<file path="src/rtl/core_run_ctrl.sv">
// rtl/core_run_ctrl.sv - boot loader and run sequencer for the single-cycle RISC-V core
// Optional self-loop halt detection: define RUN_CTRL_LOOP_HALT_EN.
module core_run_ctrl #(
  parameter int          IMEM_AW    = 5,
  parameter int          CYC_W      = 32,
  parameter logic [31:0] HALT_INSTR = 32'h00100073
) (
  input  logic               clk,
  input  logic               rst_n,
  input  logic               start,
  input  logic               abort,
  input  logic [IMEM_AW:0]   load_len,
  input  logic [CYC_W-1:0]   max_cycles,
  input  logic               ld_valid,
  input  logic [7:0]         ld_data,
  output logic               ld_ready,
  output logic               imem_we,
  output logic [IMEM_AW-1:0] imem_waddr,
  output logic [31:0]        imem_wdata,
  input  logic [31:0]        instr,
  input  logic [31:0]        pc,
  output logic               core_rst,
  output logic               busy,
  output logic               done,
  output logic               timeout,
  output logic               len_err,
  output logic [CYC_W-1:0]   cycle_count
);

  typedef enum logic [1:0] {S_IDLE, S_LOAD, S_RUN, S_DONE} state_e;

  localparam logic [IMEM_AW:0] DEPTH   = {1'b1, {IMEM_AW{1'b0}}};
  localparam logic [IMEM_AW:0] WC_ONE  = 1;
  localparam logic [CYC_W-1:0] CYC_ONE = 1;

  state_e               state_q, state_d;
  logic                 ld_ready_q, ld_ready_d;
  logic                 imem_we_q, imem_we_d;
  logic [IMEM_AW-1:0]   imem_waddr_q, imem_waddr_d;
  logic [31:0]          imem_wdata_q, imem_wdata_d;
  logic                 core_rst_q, core_rst_d;
  logic                 busy_q, busy_d;
  logic                 done_q, done_d;
  logic                 timeout_q, timeout_d;
  logic                 len_err_q, len_err_d;
  logic [CYC_W-1:0]     cycle_count_q, cycle_count_d;
  logic [IMEM_AW:0]     word_cnt_q, word_cnt_d;
  logic [IMEM_AW:0]     len_q, len_d;
  logic [CYC_W-1:0]     max_q, max_d;
  logic [1:0]           byte_idx_q, byte_idx_d;
  logic [31:0]          word_buf_q, word_buf_d;
  logic                 last_word;
  logic [CYC_W-1:0]     cyc_inc;
  logic [IMEM_AW:0]     word_cnt_inc;

`ifdef RUN_CTRL_LOOP_HALT_EN
  logic [31:0]          pc_prev_q, pc_prev_d;
  logic                 pc_valid_q, pc_valid_d;
`else
  logic                 unused_pc;
  assign unused_pc = ^pc;
`endif

  assign cyc_inc      = cycle_count_q + CYC_ONE;
  assign word_cnt_inc = word_cnt_q + WC_ONE;

  always_comb begin
    state_d       = state_q;
    imem_we_d     = 1'b0;
    imem_waddr_d  = imem_waddr_q;
    imem_wdata_d  = imem_wdata_q;
    timeout_d     = timeout_q;
    len_err_d     = len_err_q;
    cycle_count_d = cycle_count_q;
    word_cnt_d    = word_cnt_q;
    len_d         = len_q;
    max_d         = max_q;
    byte_idx_d    = byte_idx_q;
    word_buf_d    = word_buf_q;
    last_word     = 1'b0;
`ifdef RUN_CTRL_LOOP_HALT_EN
    pc_prev_d     = pc;
    pc_valid_d    = (state_q == S_RUN);
`endif

    if (abort) begin
      state_d    = S_IDLE;
      byte_idx_d = 2'd0;
      word_buf_d = 32'd0;
    end else begin
      case (state_q)
        S_IDLE, S_DONE: begin
          if (start) begin
            if (load_len > DEPTH) begin
              len_err_d = 1'b1;
            end else begin
              len_err_d     = 1'b0;
              timeout_d     = 1'b0;
              cycle_count_d = '0;
              word_cnt_d    = '0;
              byte_idx_d    = 2'd0;
              word_buf_d    = 32'd0;
              len_d         = load_len;
              max_d         = max_cycles;
              state_d       = (load_len == '0) ? S_RUN : S_LOAD;
            end
          end
        end
        S_LOAD: begin
          // word_cnt reaching len means the final write is on the port right now
          if (word_cnt_q == len_q) begin
            state_d = S_RUN;
          end else if (ld_valid && ld_ready_q) begin
            word_buf_d[{byte_idx_q, 3'b000} +: 8] = ld_data;
            byte_idx_d = byte_idx_q + 2'd1;
            if (byte_idx_q == 2'd3) begin
              imem_we_d    = 1'b1;
              imem_waddr_d = word_cnt_q[IMEM_AW-1:0];
              imem_wdata_d = {ld_data, word_buf_q[23:0]};
              word_cnt_d   = word_cnt_inc;
              word_buf_d   = 32'd0;
              last_word    = (word_cnt_inc == len_q);
            end
          end
        end
        S_RUN: begin
          cycle_count_d = (cycle_count_q == '1) ? cycle_count_q : cyc_inc;
          if (instr == HALT_INSTR) begin
            state_d   = S_DONE;
            timeout_d = 1'b0;
`ifdef RUN_CTRL_LOOP_HALT_EN
          end else if (pc_valid_q && (pc == pc_prev_q)) begin
            state_d   = S_DONE;
            timeout_d = 1'b0;
`endif
          end else if ((max_q != '0) && (cyc_inc == max_q)) begin
            state_d   = S_DONE;
            timeout_d = 1'b1;
          end
        end
        default: state_d = S_IDLE;
      endcase
    end

    ld_ready_d = (state_d == S_LOAD) && !last_word;
    busy_d     = (state_d == S_LOAD) || (state_d == S_RUN);
    done_d     = (state_d == S_DONE);
    core_rst_d = (state_d != S_RUN);
  end

  always_ff @(posedge clk or negedge rst_n) begin
    if (!rst_n) begin
      state_q       <= S_IDLE;
      ld_ready_q    <= 1'b0;
      imem_we_q     <= 1'b0;
      imem_waddr_q  <= '0;
      imem_wdata_q  <= 32'd0;
      core_rst_q    <= 1'b1;
      busy_q        <= 1'b0;
      done_q        <= 1'b0;
      timeout_q     <= 1'b0;
      len_err_q     <= 1'b0;
      cycle_count_q <= '0;
      word_cnt_q    <= '0;
      len_q         <= '0;
      max_q         <= '0;
      byte_idx_q    <= 2'd0;
      word_buf_q    <= 32'd0;
`ifdef RUN_CTRL_LOOP_HALT_EN
      pc_prev_q     <= 32'd0;
      pc_valid_q    <= 1'b0;
`endif
    end else begin
      state_q       <= state_d;
      ld_ready_q    <= ld_ready_d;
      imem_we_q     <= imem_we_d;
      imem_waddr_q  <= imem_waddr_d;
      imem_wdata_q  <= imem_wdata_d;
      core_rst_q    <= core_rst_d;
      busy_q        <= busy_d;
      done_q        <= done_d;
      timeout_q     <= timeout_d;
      len_err_q     <= len_err_d;
      cycle_count_q <= cycle_count_d;
      word_cnt_q    <= word_cnt_d;
      len_q         <= len_d;
      max_q         <= max_d;
      byte_idx_q    <= byte_idx_d;
      word_buf_q    <= word_buf_d;
`ifdef RUN_CTRL_LOOP_HALT_EN
      pc_prev_q     <= pc_prev_d;
      pc_valid_q    <= pc_valid_d;
`endif
    end
  end

  assign ld_ready    = ld_ready_q;
  assign imem_we     = imem_we_q;
  assign imem_waddr  = imem_waddr_q;
  assign imem_wdata  = imem_wdata_q;
  assign core_rst    = core_rst_q;
  assign busy        = busy_q;
  assign done        = done_q;
  assign timeout     = timeout_q;
  assign len_err     = len_err_q;
  assign cycle_count = cycle_count_q;

endmodule
</file>
<file path="config.mk">
export PLATFORM = sky130hd
export DESIGN_NAME = core_run_ctrl
export DESIGN_NICKNAME = d
export VERILOG_FILES = /design/src/rtl/core_run_ctrl.sv
export SDC_FILE = /design/constraint.sdc
export NUM_CORES = 1
export LEC_CHECK = 0
export ABC_AREA = 1
export CORE_MARGIN = 8
export CORE_UTILIZATION = 50
export CTS_CLUSTER_SIZE = 16
export DETAILED_ROUTE_END_ITERATION = 8
export MAX_ROUTING_LAYER = met4
export PLACE_DENSITY_LB_ADDON = 0.05
export SLEW_MARGIN = 20
export SYNTH_ARGS = -nofsm -noshare
export SYNTH_HDL_FRONTEND = slang
export SYNTH_SLANG_ARGS = --single-unit
</file>
<file path="constraint.sdc">
create_clock -name clk -period 3.5 [get_ports clk]
set_input_delay 0.525 -clock clk [delete_from_list [all_inputs] [get_ports clk]]
set_output_delay 0.525 -clock clk [all_outputs]
set_load 0.1 [all_outputs]
</file>
==> results.md <==
Outcome:
- The flow ran to the end, and the final reports show no timing, DRC or antenna violations.

Power:
- The largest voltage drop on the vdd net is 0.350 mV.
- Internal power comes to 0.00319 W.
- The switching share of power is 29.6%.
- Combinational logic is responsible for 15.6% of the overall power.
- The share of total power dissipated in sequential elements is 43.0%.
- The proportion of power drawn by the clock network is 41.4%.
- The leakage power total is 4.75 nW.
- The power per cell area is 434 mW/mm².
- The net switching power is 0.00134 W.

Clocking:
- TritonCTS built the clock tree.
- In this run, post-CTS repair resized a total of 0 instances.
- In this run the number of H-tree levels came out at 4.
- Clock-pin slew was measured on the worst setup and hold paths at 70 ps.
- The post-cts hold buffer count is 0.
- The later pin in the worst-skew pair is clocked with a latency of 430 ps.
- In this run the post-CTS setup repair buffer count came out at 0.
- Counting every sink on the clock net gives 148.
- The total clock buffers created by CTS is 17.
- CTS placed an instance of sky130_fd_sc_hd__clkbuf_16 at the clock tree root.
- The maximum clock path buffer count is 2.

Yosys:
- Ranked by instance count, the synthesized netlist is headed by 384 x sky130_fd_sc_hd__nand2_1, 147 x sky130_fd_sc_hd__dfrtp_1, 122 x sky130_fd_sc_hd__inv_1.
- The total of warnings raised by yosys is 0.
- The synthesized design contains 148 register bits.
- By area the synthesized netlist is led by sky130_fd_sc_hd__dfrtp_1 46%, sky130_fd_sc_hd__nand2_1 18%, sky130_fd_sc_hd__inv_1 5.7%, sky130_fd_sc_hd__o21ai_0 5.5%, sky130_fd_sc_hd__nor2_1 5.1%.
- Each instance of the synthesized netlist takes up on average 7.37 µm².
- The most used flip-flop cell after synthesis is sky130_fd_sc_hd__dfrtp_1.
- For this run, the register share of the synthesized area comes to 46.4%.
- The post-synthesis instance total is 1083.
- The number of synthesized flops with an enable pin is 0.
- The most area-hungry cell type in the Yosys netlist is sky130_fd_sc_hd__dfrtp_1.
- Summing every instance area after synthesis gives 0.00799 mm².
- Among all cell types in the netlist, the one instantiated most often is sky130_fd_sc_hd__nand2_1.
- The number of nets produced by synthesis is 1210.
- The synthesized netlist contains 37 unique library cells.
- Of all flip-flops after synthesis, the portion carrying an async set or reset was 100%.
- The area fraction of the dominant cell type after synthesis is 46.1%.

STA:
- The worst clock skew is 9.71 ps.
- Setup violations remaining at the end of the flow were counted as 0.
- Of the available clock period, the critical path in the final layout requires 86.3%.
- The final-report hold violation count is 0.
- The max-slew violation total from the final report is 0.
- Adding up every negative setup slack in the final design gives 0 ps.
- After layout, the minimum clock period comes to 3020 ps.
- The measured slew at the worst slew-check pin is 1070 ps.
- The relative slew slack is 28.6%.
- Setup repair after global routing left no endpoint under its margin.
- The worst hold slack is 73.8 ps.
- Across all setup checks in the final design, the least slack found is 480 ps.
- Based on the critical path, the design can be clocked at up to 0.331 GHz.

Die:
- The floorplan step set the die height to 142 µm.
- The core region is 0.0158 mm².
- The floorplan step defined a die boundary enclosing 0.0203 mm².
- The total I/O pin count is 191.
- The initial standard-cell utilization of the core is 50.6%.
- In this run the core area contains 46 standard-cell rows.
- The width of the die is 142 µm.

Finish:
- The count of filler cells inserted in the layout is 1402.
- The number of cells in the finished layout apart from fillers is 1475.
- Relative to the synthesized area, the layout overhead comes to 30.7%.
- The fraction of final layout cells with drive strength greater than 1 is 5.18%.
- Summing all multi-input logic gate instances after layout gives 0.00373 mm².
- Registers take 0.00370 mm².
- The finished cells cover 0.0104 mm².
- The net count of the finished layout is 1370.

Global routing:
- The number of global-route vias before repair is 7578.
- The number of antenna violations at the first check in global routing is 3.
- Entering global routing, the biggest net connects 81 pins.
- Global routing used 24.1% of the available tracks.
- After global routing the overflow that remains totals 0.
- The first global-routing pass estimated 37500 µm of wire.

Detailed routing:
- The highest metal layer with signal wires is met4.
- The via count of the routed design is 7513.
- The wire length per cell is 15.6 µm.
- For this run, design rule violations remaining after detail routing come to 0.
- The total detailed-routing wirelength is 23000 µm.
- Wire segments on met2 add up to 11300 µm in the final route.
- Wire segments on met3 add up to 1330 µm in the final route.
- Dividing the detail-routed via count by the number of cells gives 5.09.
- In this run, the number of DRC markers left after iteration 0 of detailed routing was 432.
- For this run, the detailed router's first-pass iteration total came to 5.
- The met1 routed wirelength after detailed routing is 9800 µm.
- Once detail routing completed, the nets flagged for antenna violations numbered 0.

Setup path:
- Data on the critical path arrives at its endpoint at 3360 ps.
- The critical path goes through ha_1, nand2_2, nor2_4, nand2_1, nor2_2, nand3_1, nand3_1, nand2_1, nor2_1, nand2_1, nor2_1, nand3_1, nand2_1, nand2_2, nand2_1, nand2_1, nand2_1, ha_1, a21boi_0.
- The worst register-to-register path has a setup slack of 480 ps.
- The path depth of the worst reg2reg path is 19.
- The worst setup path is launched from a flop.
- On the critical path, the stage with the largest delay is an instance of sky130_fd_sc_hd__dfrtp_1.
- STA puts the critical path data required time at 3840 ps.
- Counting stages on the worst path, the most repeated cell is sky130_fd_sc_hd__nand2_1.
- On the critical path the largest part of the delay comes from simple AND/OR/NAND/NOR gates.
- The number of cells on the critical path is 19.
- Tracing the worst setup path back leads to its startpoint at cycle_count[0].
- The critical path contains buffers and inverters numbering 0 combined.
- The startpoint of the worst register-to-register path is cycle_count[0].
- The endpoint of the worst-slack reg-to-reg timing path is ld_ready.
- The kind of end point of the critical path is a flop.
- The worst setup path category is flop to flop.
- The biggest cell delay along the critical path is 480 ps.
- The largest fanout of any net on the critical path is 7.
- The most critical setup path has its endpoint at ld_ready.

Placed design:
- Once placement completed, the tool counted placed cells totaling 1440.
- The worst setup slack before clock tree synthesis is 516 ps.
- The area after detailed placement is 0.00983 mm².
- Routability-driven placement finished with a final weighted congestion of 0.932.
- The half-perimeter wire length after detailed placement is 17100 µm.
- During placement, the flow inserted port buffers numbering 158.

Job:
- The total of max-cap violations is 0.

Hold path:
- The worst hold path belongs to the class input pin to asynchronous set/reset pin.
-- registers in the layout (all words and copies together) (netlist names), 2 cells and up --
signal and cells:
len_q 6, imem_waddr 5, state_q 2, word_cnt_q 6, imem_wdata 32, word_buf_q 24
byte_idx_q 2, cycle_count 32, max_q 32
-- how the worst min path moves through the flow --
stage / start / end / slack [ps] / cells after the start
detailed placement: imem_wdata[28] / imem_wdata[28] / 470 / 2
CTS: rst_n / max_q[10] / 120 / 1
finish: rst_n / max_q[10] / 70 / 1
global placement: imem_wdata[28] / imem_wdata[28] / 460 / 2
floorplan: rst_n / busy / 230 / 0
global route: rst_n / max_q[10] / 130 / 1
-- power by group through the flow --
stage          registers, W  logic (W)  clock network [W]
6_report            0.00194   0.000707            0.00187
5_1_grt             0.00196   0.000793            0.00197
4_1_cts             0.00194   0.000712            0.00190
3_5_place_dp        0.00197   0.000706                  0
3_3_place_gp        0.00197   0.000694                  0
2_1_floorplan       0.00201   0.000371                  0
-- cells in the final DEF (no fill, tap or decap), types with 9 or more instances in the layout --
cell	netlist	routed
sky130_fd_sc_hd__xor2_1	13	13
sky130_fd_sc_hd__nand4_1	12	12
sky130_fd_sc_hd__nor2_1	108	107
sky130_fd_sc_hd__ha_1	12	12
sky130_fd_sc_hd__nor2_4	8	9
sky130_fd_sc_hd__nand2_1	384	383
sky130_fd_sc_hd__nand3_1	72	72
sky130_fd_sc_hd__inv_1	122	122
sky130_fd_sc_hd__nand3b_1	9	9
sky130_fd_sc_hd__o21ai_0	87	87
sky130_fd_sc_hd__clkbuf_16	0	17
sky130_fd_sc_hd__o22ai_1	28	28
sky130_fd_sc_hd__clkdlybuf4s50_1	0	156
sky130_fd_sc_hd__dfrtp_1	147	147
-- cell families after synthesis --
family / count (synthesis) / share of synthesized area, %
buffers and inverters: 148 / 7.04
xor gates and xnor gates: 22 / 2.93
adders and majority gates: 12 / 1.88
AOI/OAI and AO/OA: 131 / 8.92
and+or+nand+nor: 622 / 32.8
DFF: 148 / 46.4
-- cell type report --
type / instances / area share [%]
Tap cell: 216 / 2.59
Multi-Input combinational cell: 787 / 35.7
Clock inverter: 14 / 1.57
Sequential cell: 148 / 35.5
Timing Repair Buffer: 167 / 16.0
Inverter: 122 / 4.39
Antenna cell: 3 / 0.0719
Clock buffer: 18 / 4.11
-- metal layers --
metal | GRT usage (%) | vias up
li1 | - | 3770
met1 | 27.9 | 3486
met2 | 40.3 | 211
met3 | 5.87 | 46
met4 | 8.39 | 0
met5 | - | -
-- metrics by stage --
stage          power (W)  util, %
2_1_floorplan    0.00238        -
3_3_place_gp     0.00267     62.4
3_5_place_dp     0.00268     62.4
4_1_cts          0.00455     66.1
5_1_grt          0.00472     66.2
6_report         0.00453     66.2
No activity file was read; power rests on OpenSTA's default activity.
